===== config.mk =====
export PLATFORM = sky130hd
export DESIGN_NAME = instr_sequencer
export DESIGN_NICKNAME = d
export VERILOG_FILES = /design/src/rtl/mcu_pkg.sv /design/src/rtl/instr_decode.sv /design/src/rtl/instr_sequencer.sv
export SDC_FILE = /design/constraint.sdc
export NUM_CORES = 1
export LEC_CHECK = 0
export BUFFER_PORTS_ARGS = -buffer_cell sky130_fd_sc_hd__buf_4
export CORE_MARGIN = 5
export CORE_UTILIZATION = 47
export CTS_CLUSTER_SIZE = 20
export DETAILED_ROUTE_END_ITERATION = 7
export GPL_ROUTABILITY_DRIVEN = 0
export GPL_TIMING_DRIVEN = 1
export PLACE_DENSITY_LB_ADDON = 0.15
export RECOVER_POWER = 50
export SETUP_SLACK_MARGIN = 0.4
export SLEW_MARGIN = 10
export SYNTH_ARGS = -nofsm -noshare
export SYNTH_HDL_FRONTEND = slang
export SYNTH_SLANG_ARGS = --single-unit

===== constraint.sdc =====
create_clock -name clk -period 1.6 [get_ports clk]
set_input_delay 0.16 -clock clk [delete_from_list [all_inputs] [get_ports clk]]
set_output_delay 0.16 -clock clk [all_outputs]
set_load 0.01 [all_outputs]

===== src/rtl/mcu_pkg.sv =====
// Shared definitions for the microcontroller core: opcodes, unit indices,
// sequencer state encoding and instruction field positions.
package mcu_pkg;

  // Opcodes carried in IR[15:12]; anything not listed is illegal.
  localparam logic [3:0] OP_NOP  = 4'h0;
  localparam logic [3:0] OP_MOVI = 4'h1;
  localparam logic [3:0] OP_MOV  = 4'h2;
  localparam logic [3:0] OP_ADD  = 4'h3;
  localparam logic [3:0] OP_JMP  = 4'h4;
  localparam logic [3:0] OP_HALT = 4'hF;

  // Execution unit indices into start/done.
  localparam int unsigned NUM_UNITS = 4;
  localparam int unsigned UNIT_MOVI = 0;
  localparam int unsigned UNIT_MOV  = 1;
  localparam int unsigned UNIT_ADD  = 2;
  localparam int unsigned UNIT_JMP  = 3;

  // Instruction field slices.
  localparam int unsigned IR_OP_MSB = 15;
  localparam int unsigned IR_OP_LSB = 12;
  localparam int unsigned IR_P1_MSB = 11;
  localparam int unsigned IR_P1_LSB = 6;
  localparam int unsigned IR_P2_MSB = 5;
  localparam int unsigned IR_P2_LSB = 0;

  typedef enum logic [2:0] {
    StIdle   = 3'd0,
    StFetch  = 3'd1,
    StDecode = 3'd2,
    StExec   = 3'd3,
    StRetire = 3'd4,
    StHalt   = 3'd5
  } state_e;

endpackage


===== src/rtl/instr_decode.sv =====
// Opcode classifier: one-hot execution unit, or nop / halt / illegal.
module instr_decode
  import mcu_pkg::*;
(
  input  logic [3:0]           opcode_i,
  output logic [NUM_UNITS-1:0] unit_o,
  output logic                 nop_o,
  output logic                 halt_o,
  output logic                 illegal_o
);

  // Exactly one of unit_o/nop_o/halt_o/illegal_o is active for any opcode.
  always_comb begin
    unit_o    = '0;
    nop_o     = 1'b0;
    halt_o    = 1'b0;
    illegal_o = 1'b0;
    case (opcode_i)
      OP_MOVI: unit_o[UNIT_MOVI] = 1'b1;
      OP_MOV:  unit_o[UNIT_MOV]  = 1'b1;
      OP_ADD:  unit_o[UNIT_ADD]  = 1'b1;
      OP_JMP:  unit_o[UNIT_JMP]  = 1'b1;
      OP_NOP:  nop_o             = 1'b1;
      OP_HALT: halt_o            = 1'b1;
      default: illegal_o         = 1'b1;
    endcase
  end

endmodule


===== src/rtl/instr_sequencer.sv =====
// Fetch/decode/dispatch controller. Hands each instruction to at most one
// execution unit through a held start/done handshake, then retires it with a
// donefetch pulse and advances (or branches) the PC.
module instr_sequencer
  import mcu_pkg::*;
#(
  parameter int unsigned PC_W    = 8,
  parameter int unsigned TIMEOUT = 32
) (
  input  logic            clk,
  input  logic            rst,
  input  logic            run,
  output logic            pm_req,
  output logic [PC_W-1:0] pm_addr,
  input  logic            pm_ack,
  input  logic [15:0]     pm_data,
  output logic [5:0]      parameter1,
  output logic [5:0]      parameter2,
  output logic [3:0]      start,
  input  logic [3:0]      done,
  output logic            donefetch,
  input  logic            pc_load,
  input  logic [PC_W-1:0] pc_load_val,
  output logic [PC_W-1:0] pc,
  output logic            busy,
  output logic            halted,
  output logic            err_illegal,
  output logic            err_timeout
);

  localparam logic [7:0] TmoLast = 8'(TIMEOUT - 1);

  state_e                 state_q, state_d;
  logic [PC_W-1:0]        pc_q, pc_d;
  logic [PC_W-1:0]        tgt_q, tgt_d;
  logic [15:0]            ir_q, ir_d;
  logic [7:0]             cnt_q, cnt_d;
  logic                   jmp_q, jmp_d;
  logic                   err_tmo_q, err_tmo_d;

  logic [NUM_UNITS-1:0]   unit;
  logic                   is_nop, is_halt, is_illegal;
  logic                   done_hit, tmo_hit;

  instr_decode u_decode (
    .opcode_i  (ir_q[IR_OP_MSB:IR_OP_LSB]),
    .unit_o    (unit),
    .nop_o     (is_nop),
    .halt_o    (is_halt),
    .illegal_o (is_illegal)
  );

  // Only the dispatched unit's done is honoured.
  assign done_hit = |(done & unit);
  assign tmo_hit  = (cnt_q == TmoLast);

  assign pm_addr     = pc_q;
  assign pc          = pc_q;
  assign parameter1  = ir_q[IR_P1_MSB:IR_P1_LSB];
  assign parameter2  = ir_q[IR_P2_MSB:IR_P2_LSB];
  assign busy        = (state_q != StIdle) && (state_q != StHalt);
  assign halted      = (state_q == StHalt);
  assign err_timeout = err_tmo_q;

  // State and datapath registers; start/donefetch are decoded from state_q so
  // they drop as soon as reset asserts.
  always_ff @(posedge clk or negedge rst) begin
    if (!rst) begin
      state_q   <= StIdle;
      pc_q      <= '0;
      tgt_q     <= '0;
      ir_q      <= '0;
      cnt_q     <= '0;
      jmp_q     <= 1'b0;
      err_tmo_q <= 1'b0;
    end else begin
      state_q   <= state_d;
      pc_q      <= pc_d;
      tgt_q     <= tgt_d;
      ir_q      <= ir_d;
      cnt_q     <= cnt_d;
      jmp_q     <= jmp_d;
      err_tmo_q <= err_tmo_d;
    end
  end

  // Next-state logic and handshake outputs.
  always_comb begin
    state_d     = state_q;
    pc_d        = pc_q;
    tgt_d       = tgt_q;
    ir_d        = ir_q;
    cnt_d       = cnt_q;
    jmp_d       = jmp_q;
    err_tmo_d   = 1'b0;
    pm_req      = 1'b0;
    start       = '0;
    donefetch   = 1'b0;
    err_illegal = 1'b0;

    unique case (state_q)
      StIdle: begin
        if (run) state_d = StFetch;
      end
      StFetch: begin
        // An outstanding request is completed even if run drops.
        pm_req = 1'b1;
        if (pm_ack) begin
          ir_d    = pm_data;
          state_d = StDecode;
        end
      end
      StDecode: begin
        jmp_d = 1'b0;
        if (is_halt) begin
          state_d = StHalt;
        end else if (is_nop) begin
          state_d = StRetire;
        end else if (is_illegal) begin
          err_illegal = 1'b1;
          state_d     = StRetire;
        end else begin
          cnt_d   = '0;
          state_d = StExec;
        end
      end
      StExec: begin
        start = unit;
        // Branch target is captured on any EXEC cycle, including the done cycle.
        if (unit[UNIT_JMP] && pc_load) begin
          jmp_d = 1'b1;
          tgt_d = pc_load_val;
        end
        if (done_hit) begin
          state_d = StRetire;
        end else if (tmo_hit) begin
          err_tmo_d = 1'b1;
          state_d   = StRetire;
        end else if (cnt_q != 8'hFF) begin
          cnt_d = cnt_q + 8'd1;
        end
      end
      StRetire: begin
        donefetch = 1'b1;
        pc_d      = jmp_q ? tgt_q : pc_q + 1'b1;
        state_d   = run ? StFetch : StIdle;
      end
      StHalt: begin
        state_d = StHalt;
      end
      default: begin
        state_d = StIdle;
      end
    endcase
  end

endmodule


==> impl_metrics.env, run 1 <==
export IMPL_outcome="complete, but fails checks"
export IMPL_violations="setup timing"
export IMPL_crit_cells=4
export IMPL_met2_usage=0.350
export IMPL_worst_slew_pin_slew_ns=1.12
export IMPL_pwr_share_seq=0.571
export IMPL_path_cells="nand3b_4 > or3_4 > nor3b_4 > buf_6"
export IMPL_fin_ws_ns=-0.293
export IMPL_r2r_worst_path_cells=8
export IMPL_synth_edf_count=0
export IMPL_crit_fanout=4
export IMPL_cts_htree_levels=2
export IMPL_rows=26
export IMPL_period_share=1.18
export IMPL_grt_setup_unrepaired="true"
export IMPL_yosysSeqAreaShare=0.442
export IMPL_antenna_found_initial=0
export IMPL_fillers=289
export IMPL_mappedNetlistArea_um2=2550
export IMPL_syn_avg_cell_area_um2=10.6
export IMPL_fin_skew_ns=0.0123
export IMPL_timing_final_crit_period_ns=1.89
export IMPL_syn_num_nets=276
export IMPL_dpl_hpwl_um=4440
export IMPL_drt_vias_per_instance=5.53
export IMPL_clockBufferDepth=2
export IMPL_crit_type="flop to primary output"
export IMPL_crit_slowest_cell="dfrtp_2"
export IMPL_cts_tree="built"
export IMPL_cts_inserted_buffers=5
export IMPL_hp_start="pc_load_val[6]"
export IMPL_drive_gt1_frac=0.694
export IMPL_gr_usage_met3=0.0464
export IMPL_busiest_layer="met2"
export IMPL_power_frac_comb=0.045
export IMPL_ys_warn_count=0
export IMPL_syn_to_final_growth_pct=66.7
export IMPL_crit_buf_inv=1
export IMPL_synth_top_cell_by_area="dfrtp_1"
export IMPL_core_um2=5170
export IMPL_die_height_um=83.6
export IMPL_ir_worst_vdd_mv=0.327
export IMPL_endpoint_kind="primary output"
export IMPL_power_total_mw=1.99
export IMPL_grt_pass1_vias=2404
export IMPL_ys_types=56
export IMPL_grt_usage=0.206
export IMPL_hold_class="primary input to flop"
export IMPL_antenna_left=0
export IMPL_drtPass1Iterations=4
export IMPL_numPortBuffers=70
export IMPL_power_density_nw_per_um2=469
export IMPL_cpPeakStageDelay_ns=0.43
export IMPL_grt_pass1_wl_um=11800
export IMPL_grt_max_degree=46
export IMPL_startpoint_type="flop"
export IMPL_routedWlPerCell_um=19.2
export IMPL_r2r_end="tgt_q[6]$_DFFE_PN0P_"
export IMPL_r2r_slack_ns=-0.28
export IMPL_die_area_um2=6990
export IMPL_slew_viol_final=0
export IMPL_finalHoldViolCount=0
export IMPL_groute_layer_met1_usage=0.256
export IMPL_nets=400
export IMPL_drc=0
export IMPL_ios=71
export IMPL_synth_top_area_frac=0.442
export IMPL_crit_end="start[1]"
export IMPL_fin_hold_ws_ns=0.0754
export IMPL_intPower_mw=1.54
export IMPL_fmax_mhz=528
export IMPL_reg2reg_from="ir_q[13]$_DFFE_PN0P_"
export IMPL_p_sw_uw=451
export IMPL_clk_latency_ns=0.31
export IMPL_overflow=0
export IMPL_cp_arrival_ns=1.73
export IMPL_num_vias=2412
export IMPL_synth_ff_type="dfrtp_1"
export IMPL_whs_path_depth=2
export IMPL_p_clk_frac=0.383
export IMPL_power_leakage_nw=1.98
export IMPL_switching_share=0.227
export IMPL_clk_pin_slew_worst_paths_ns=0.10
export IMPL_cts_sinks=45
export IMPL_async_flop_share=1.00
export IMPL_multi_input_area_um2=1590
export IMPL_critPathRequiredTime_ns=1.44
export IMPL_seqCellArea_um2=1140
export IMPL_floorplan_initialDensity=0.492
export IMPL_cap_violations=0
export IMPL_drt_iter0_drc=132
export IMPL_postSynthCellCount=241
export IMPL_relSlewSlack=0.252
export IMPL_ys_ff_latch=45
export IMPL_fp_dieW_um=83.6
export IMPL_cts_root_buf="clkbuf_8"
export IMPL_setup_viol=44
export IMPL_startpoint="state_q[2]$_DFFE_PN0P_"
export IMPL_antenna_cells=0
export IMPL_synth_area_leaders="dfrtp_1, mux2_2, buf_4, o21ai_0, nand2_1"
export IMPL_drt_wl_total_um=8350
export IMPL_cp_top_family="simple AND/OR/NAND/NOR gates"
## power groups by stage
stage / registers, mW / clock network [mW] / logic, mW
after floorplan: 1.16 / 0 / 0.00122
after global placement: 1.16 / 0 / 0.0856
after detailed placement: 1.16 / 0 / 0.0867
after CTS: 1.14 / 0.764 / 0.0909
after global routing: 1.14 / 0.804 / 0.0993
final: 1.14 / 0.762 / 0.0901
## logic make-up (layout without fill, tap and decap cells)
family,Yosys count,in the layout,share of synthesized area
compound gates,51,51,0.141
simple gates,81,82,0.195
buf+inv,35,159,0.0943
fa+ha+maj,2,2,0.00983
mux,27,27,0.118
flops,45,45,0.442
## final cells by class
type	count	area share
multi-input cells	162	0.375
repair buffers	148	0.310
flip-flops and latches	45	0.269
well taps	70	0.0206
clock buffers	6	0.0195
clock inverters	2	0.00324
inverters	3	0.00324
## flip-flops by register name (all words and copies together) (netlist names)
name	cells
pc	8
jmp_q	1
cnt_q	8
ir_q	16
tgt_q	8
err_timeout	1
state_q	3
## metrics by stage
stage / setup WS, ns / std cells / util / TNS (ns) / area [um2]
detailed placement: -0.108 / 387 / 0.653 / -1.19 / 3380
global placement: -0.0667 / 387 / 0.653 / -0.729 / 3380
global route: -0.347 / 436 / 0.821 / -9.29 / 4240
finish: -0.293 / 436 / 0.821 / -6.25 / 4240
CTS: -0.286 / 418 / 0.763 / -3.46 / 3950
floorplan: -0.126 / 241 / - / -0.233 / 2720
## worst min-delay path by stage
stage	endpoint	slack, ns
floorplan	cnt_q[0]$_DFFE_PN0P_	-0.14
global placement	cnt_q[5]$_DFFE_PN0P_	0.20
detailed placement	cnt_q[5]$_DFFE_PN0P_	0.20
CTS	ir_q[1]$_DFFE_PN0P_	0.08
global route	tgt_q[6]$_DFFE_PN0P_	0.07
finish	tgt_q[6]$_DFFE_PN0P_	0.08
## timing repair
| action | in CTS | in global routing |
|---|---|---|
| pin swaps | 27 | 18 |
| resized for setup | 81 | 40 |
| cloned | 3 | 0 |
| endpoints found under the hold margin | 45 | 0 |
| buffers inserted | 19 | 18 |
| hold buffers | 1 | 0 |
| endpoints found under the setup margin | 51 | 58 |
## placed cells by master, fill, tap and decap left out, types with 3 or more instances in the layout
master and instances:
nand2_1 15, nor2_4 4, nand2_2 4, o21ai_1 9, a21oi_1 9, buf_6 41, dfrtp_2 13, mux2_2 6
and3_4 3, nand3_1 5, nand2_8 3, o21ai_0 5, dfrtp_1 32, mux2_4 18, nor4_2 3, o21ai_2 3
buf_4 100, clkbuf_8 6, nor3b_4 3, nor2_1 10, mux2i_1 3
## cells in the mapped netlist, types with 2 or more instances
| cell type | count |
|---|---|
| dfrtp_1 | 45 |
| mux2_2 | 24 |
| buf_4 | 22 |
| nand2_1 | 22 |
| o21ai_0 | 17 |
| nor2_1 | 15 |
| a21oi_1 | 10 |
| nand3_1 | 6 |
| clkbuf_1 | 4 |
| nor3b_1 | 4 |
| nor4_1 | 4 |
| and2_1 | 3 |
| and3_1 | 3 |
| buf_2 | 3 |
| buf_6 | 3 |
| inv_1 | 3 |
| mux2i_1 | 3 |
| nor3_1 | 3 |
| nor3_2 | 3 |
| a22oi_1 | 2 |
| a31oi_1 | 2 |
| ha_1 | 2 |
| nand3b_1 | 2 |
| nand4_1 | 2 |
| o211ai_1 | 2 |
| or3_1 | 2 |
## layer usage
metal / share of wire / vias to the layer above
li1: - / 1106
met5: 0 / -
met2: 0.52 / 102
met4: 0.036 / 0
met3: 0.056 / 25
met1: 0.39 / 1179
No activity file was read; power rests on OpenSTA's default activity.
==> run 2, diff against run 1 <==
--- a/config.mk
+++ b/config.mk
@@ -7,7 +7,7 @@
 export LEC_CHECK = 0
 export BUFFER_PORTS_ARGS = -buffer_cell sky130_fd_sc_hd__buf_4
 export CORE_MARGIN = 5
-export CORE_UTILIZATION = 47
+export CORE_UTILIZATION = 45
 export CTS_CLUSTER_SIZE = 20
 export DETAILED_ROUTE_END_ITERATION = 7
 export GPL_ROUTABILITY_DRIVEN = 0
@@ -18,4 +18,5 @@
 export SLEW_MARGIN = 10
 export SYNTH_ARGS = -nofsm -noshare
 export SYNTH_HDL_FRONTEND = slang
+export SYNTH_HIERARCHICAL = 1
 export SYNTH_SLANG_ARGS = --single-unit
==> constraint.sdc (replaced) <==
create_clock -name clk -period 2.1 [get_ports clk]
set_input_delay 0.21 -clock clk [delete_from_list [all_inputs] [get_ports clk]]
set_output_delay 0.21 -clock clk [all_outputs]
set_load 0.01 [all_outputs]
==> run 2 against run 1 <==
Against the previous run: the run now ends clean; die area shrank 1.7%; critical endpoint is now cnt_q[0]$_DFFE_PN0P_; core utilization decreased by 22 points; cell area fell by 27%; total power rose by 98%; register-to-register slack gained 0.41 ns; largest power group is now combinational logic; via count decreased by 19%; first-iteration DRC count down 39%; highest routed layer unchanged; worst setup slack improved by 0.43 ns.
==> impl_metrics.env, run 2 <==
export IMPL_outcome="completed"
export IMPL_synth_top_cell_by_area="dfrtp_1"
export IMPL_antenna_cells=0
export IMPL_dpl_hpwl_um=3710
export IMPL_die_height_um=82.9
export IMPL_grt_setup_unrepaired="true"
export IMPL_synth_top_area_frac=0.471
export IMPL_largest_reg_flops=16
export IMPL_ir_worst_vdd_mv=0.578
export IMPL_slew_viol_final=0
export IMPL_endpoint_kind="flop"
export IMPL_cts_htree_levels=2
export IMPL_grt_pass1_vias=1925
export IMPL_antenna_found_initial=0
export IMPL_mostFrequentLayoutCells="buf_4, dfrtp_1, mux2_2, o21ai_0, clkbuf_1"
export IMPL_syn_num_nets=266
export IMPL_ios=71
export IMPL_setup_viol=0
export IMPL_grt_max_degree=46
export IMPL_clk_latency_ns=0.30
export IMPL_core_um2=5140
export IMPL_crit_type="flop to flop"
export IMPL_largest_register="ir_q"
export IMPL_fp_dieW_um=82.9
export IMPL_layout_commonest_cell="buf_4"
export IMPL_clk_pin_slew_worst_paths_ns=0.09
export IMPL_power_total_mw=3.94
export IMPL_drtPass1Iterations=4
export IMPL_syn_to_final_growth_pct=30.1
export IMPL_yosysSeqAreaShare=0.471
export IMPL_drt_iter0_drc=80
export IMPL_floorplan_initialDensity=0.465
export IMPL_drive_gt1_frac=0.420
export IMPL_mappedNetlistArea_um2=2390
export IMPL_drt_wl_total_um=5360
export IMPL_ys_top_cells_by_count="dfrtp_1, mux2_2, o21ai_0"
export IMPL_overflow=0
export IMPL_cts_tree="built"
export IMPL_die_area_um2=6870
export IMPL_cts_root_buf="clkbuf_8"
export IMPL_ys_ff_latch=45
export IMPL_period_share=0.937
export IMPL_numPortBuffers=70
export IMPL_synth_edf_count=0
export IMPL_power_density_nw_per_um2=1270
export IMPL_synth_ff_type="dfrtp_1"
export IMPL_cp_arrival_ns=2.16
export IMPL_drc=0
export IMPL_final_core_util=0.605
export IMPL_timing_final_crit_period_ns=1.97
export IMPL_tns_ns=0
export IMPL_antenna_left=0
export IMPL_worst_slew_pin_slew_ns=1.10
export IMPL_startpoint_type="flop"
export IMPL_power_leakage_nw=1.42
export IMPL_placedCellCount=350
export IMPL_critPathRequiredTime_ns=2.29
export IMPL_grt_pass1_wl_um=9090
export IMPL_synth_area_leaders="dfrtp_1, mux2_2, buf_4, o21ai_0, nand2_1"
export IMPL_nets=334
export IMPL_final_cells=370
export IMPL_synth_most_common_cell="dfrtp_1"
export IMPL_num_vias=1954
export IMPL_relSlewSlack=0.268
export IMPL_fmax_mhz=508
export IMPL_routedWlPerCell_um=14.5
export IMPL_fin_skew_ns=0.0107
export IMPL_drt_vias_per_instance=5.28
export IMPL_postSynthCellCount=231
export IMPL_ys_types=40
export IMPL_fillers=453
export IMPL_clockBufferDepth=2
export IMPL_grt_usage=0.158
export IMPL_async_flop_share=1.00
export IMPL_ys_warn_count=6
export IMPL_hold_class="primary input to flop"
export IMPL_finalHoldViolCount=0
export IMPL_crit_fanout=8
export IMPL_cts_inserted_buffers=5
export IMPL_rows=26
export IMPL_cap_violations=0
export IMPL_cts_sinks=45
export IMPL_syn_avg_cell_area_um2=10.3
-- run 2: metrics by stage --
step                hold WS, ns  area, um2  setup WS [ns]
CTS                       0.130       3140          0.174
detailed placement        0.248       2880         0.0573
global placement          0.252       2880         0.0854
floorplan               -0.0856       2400          0.164
global route              0.126       3110         0.0820
finish                    0.135       3110          0.132
-- run 2: worst max-delay path: stages (launching register included) --
cell	delay, ns
dfrtp_2	0.46
and4_4	0.26
a21oi_2	0.05
or4_4	0.43
a21o_4	0.24
a21o_1	0.16
mux2_4	0.25
-- run 2: worst paths after layout --
path | depth (start not counted) | to | from | slack (ns)
setup / recovery | 6 | cnt_q[0]$_DFFE_PN0P_ | ir_q[14]$_DFFE_PN0P_ | 0.13
hold / removal | 2 | ir_q[9]$_DFFE_PN0P_ | pm_data[9] | 0.14
setup reg to reg | 6 | cnt_q[0]$_DFFE_PN0P_ | ir_q[14]$_DFFE_PN0P_ | 0.13
hold reg to reg | 1 | ir_q[2]$_DFFE_PN0P_ | ir_q[2]$_DFFE_PN0P_ | 0.51
max in group asynchronous | 2 | state_q[1]$_DFFE_PN0P_ | rst | 0.72
min in group asynchronous | 2 | cnt_q[0]$_DFFE_PN0P_ | rst | 0.65
-- run 2: cell families after synthesis --
family          count (synthesis)  synth area share
simple gates                   69             0.159
flops                          45             0.471
xor+xnor                        1           0.00367
fa+ha+maj                       2            0.0105
buf+inv                        34            0.0874
mux                            28             0.130
compound gates                 52             0.138
-- run 2: what timing repair did --
action | CTS | global route
pin swaps | 5 | 8
hold endpoints to repair | 45 | 0
setup buffers | 10 | 1
gates resized for setup | 16 | 7
endpoints found under the setup margin | 26 | 27
hold buffers | 1 | 0
-- run 2: area by class of cell --
class,instances,area (um2),share of cell area
multi-input combinational,152,1150,0.369
inverter,5,18.8,0.00604
timing repair buffer,90,608,0.196
tap,70,87.6,0.0282
clock inverter,1,30.0,0.00966
sequential,45,1130,0.364
clock buffer,7,86.3,0.0278
-- run 2: layer usage --
metal / part of all wire / track usage / up-vias
li1: - / - / 961
met1: 0.45 / 0.201 / 921
met2: 0.49 / 0.264 / 66
met3: 0.054 / 0.0426 / 6
met4: 0.0095 / 0.0416 / 0
met5: 0 / 0 / -
-- run 2: report_power, final --
group	internal, mW	switching [mW]	total (mW)
logic	0.919	0.839	1.76
registers	1.18	0.328	1.50
clock network	0.388	0.294	0.682
total	2.48	1.46	3.94
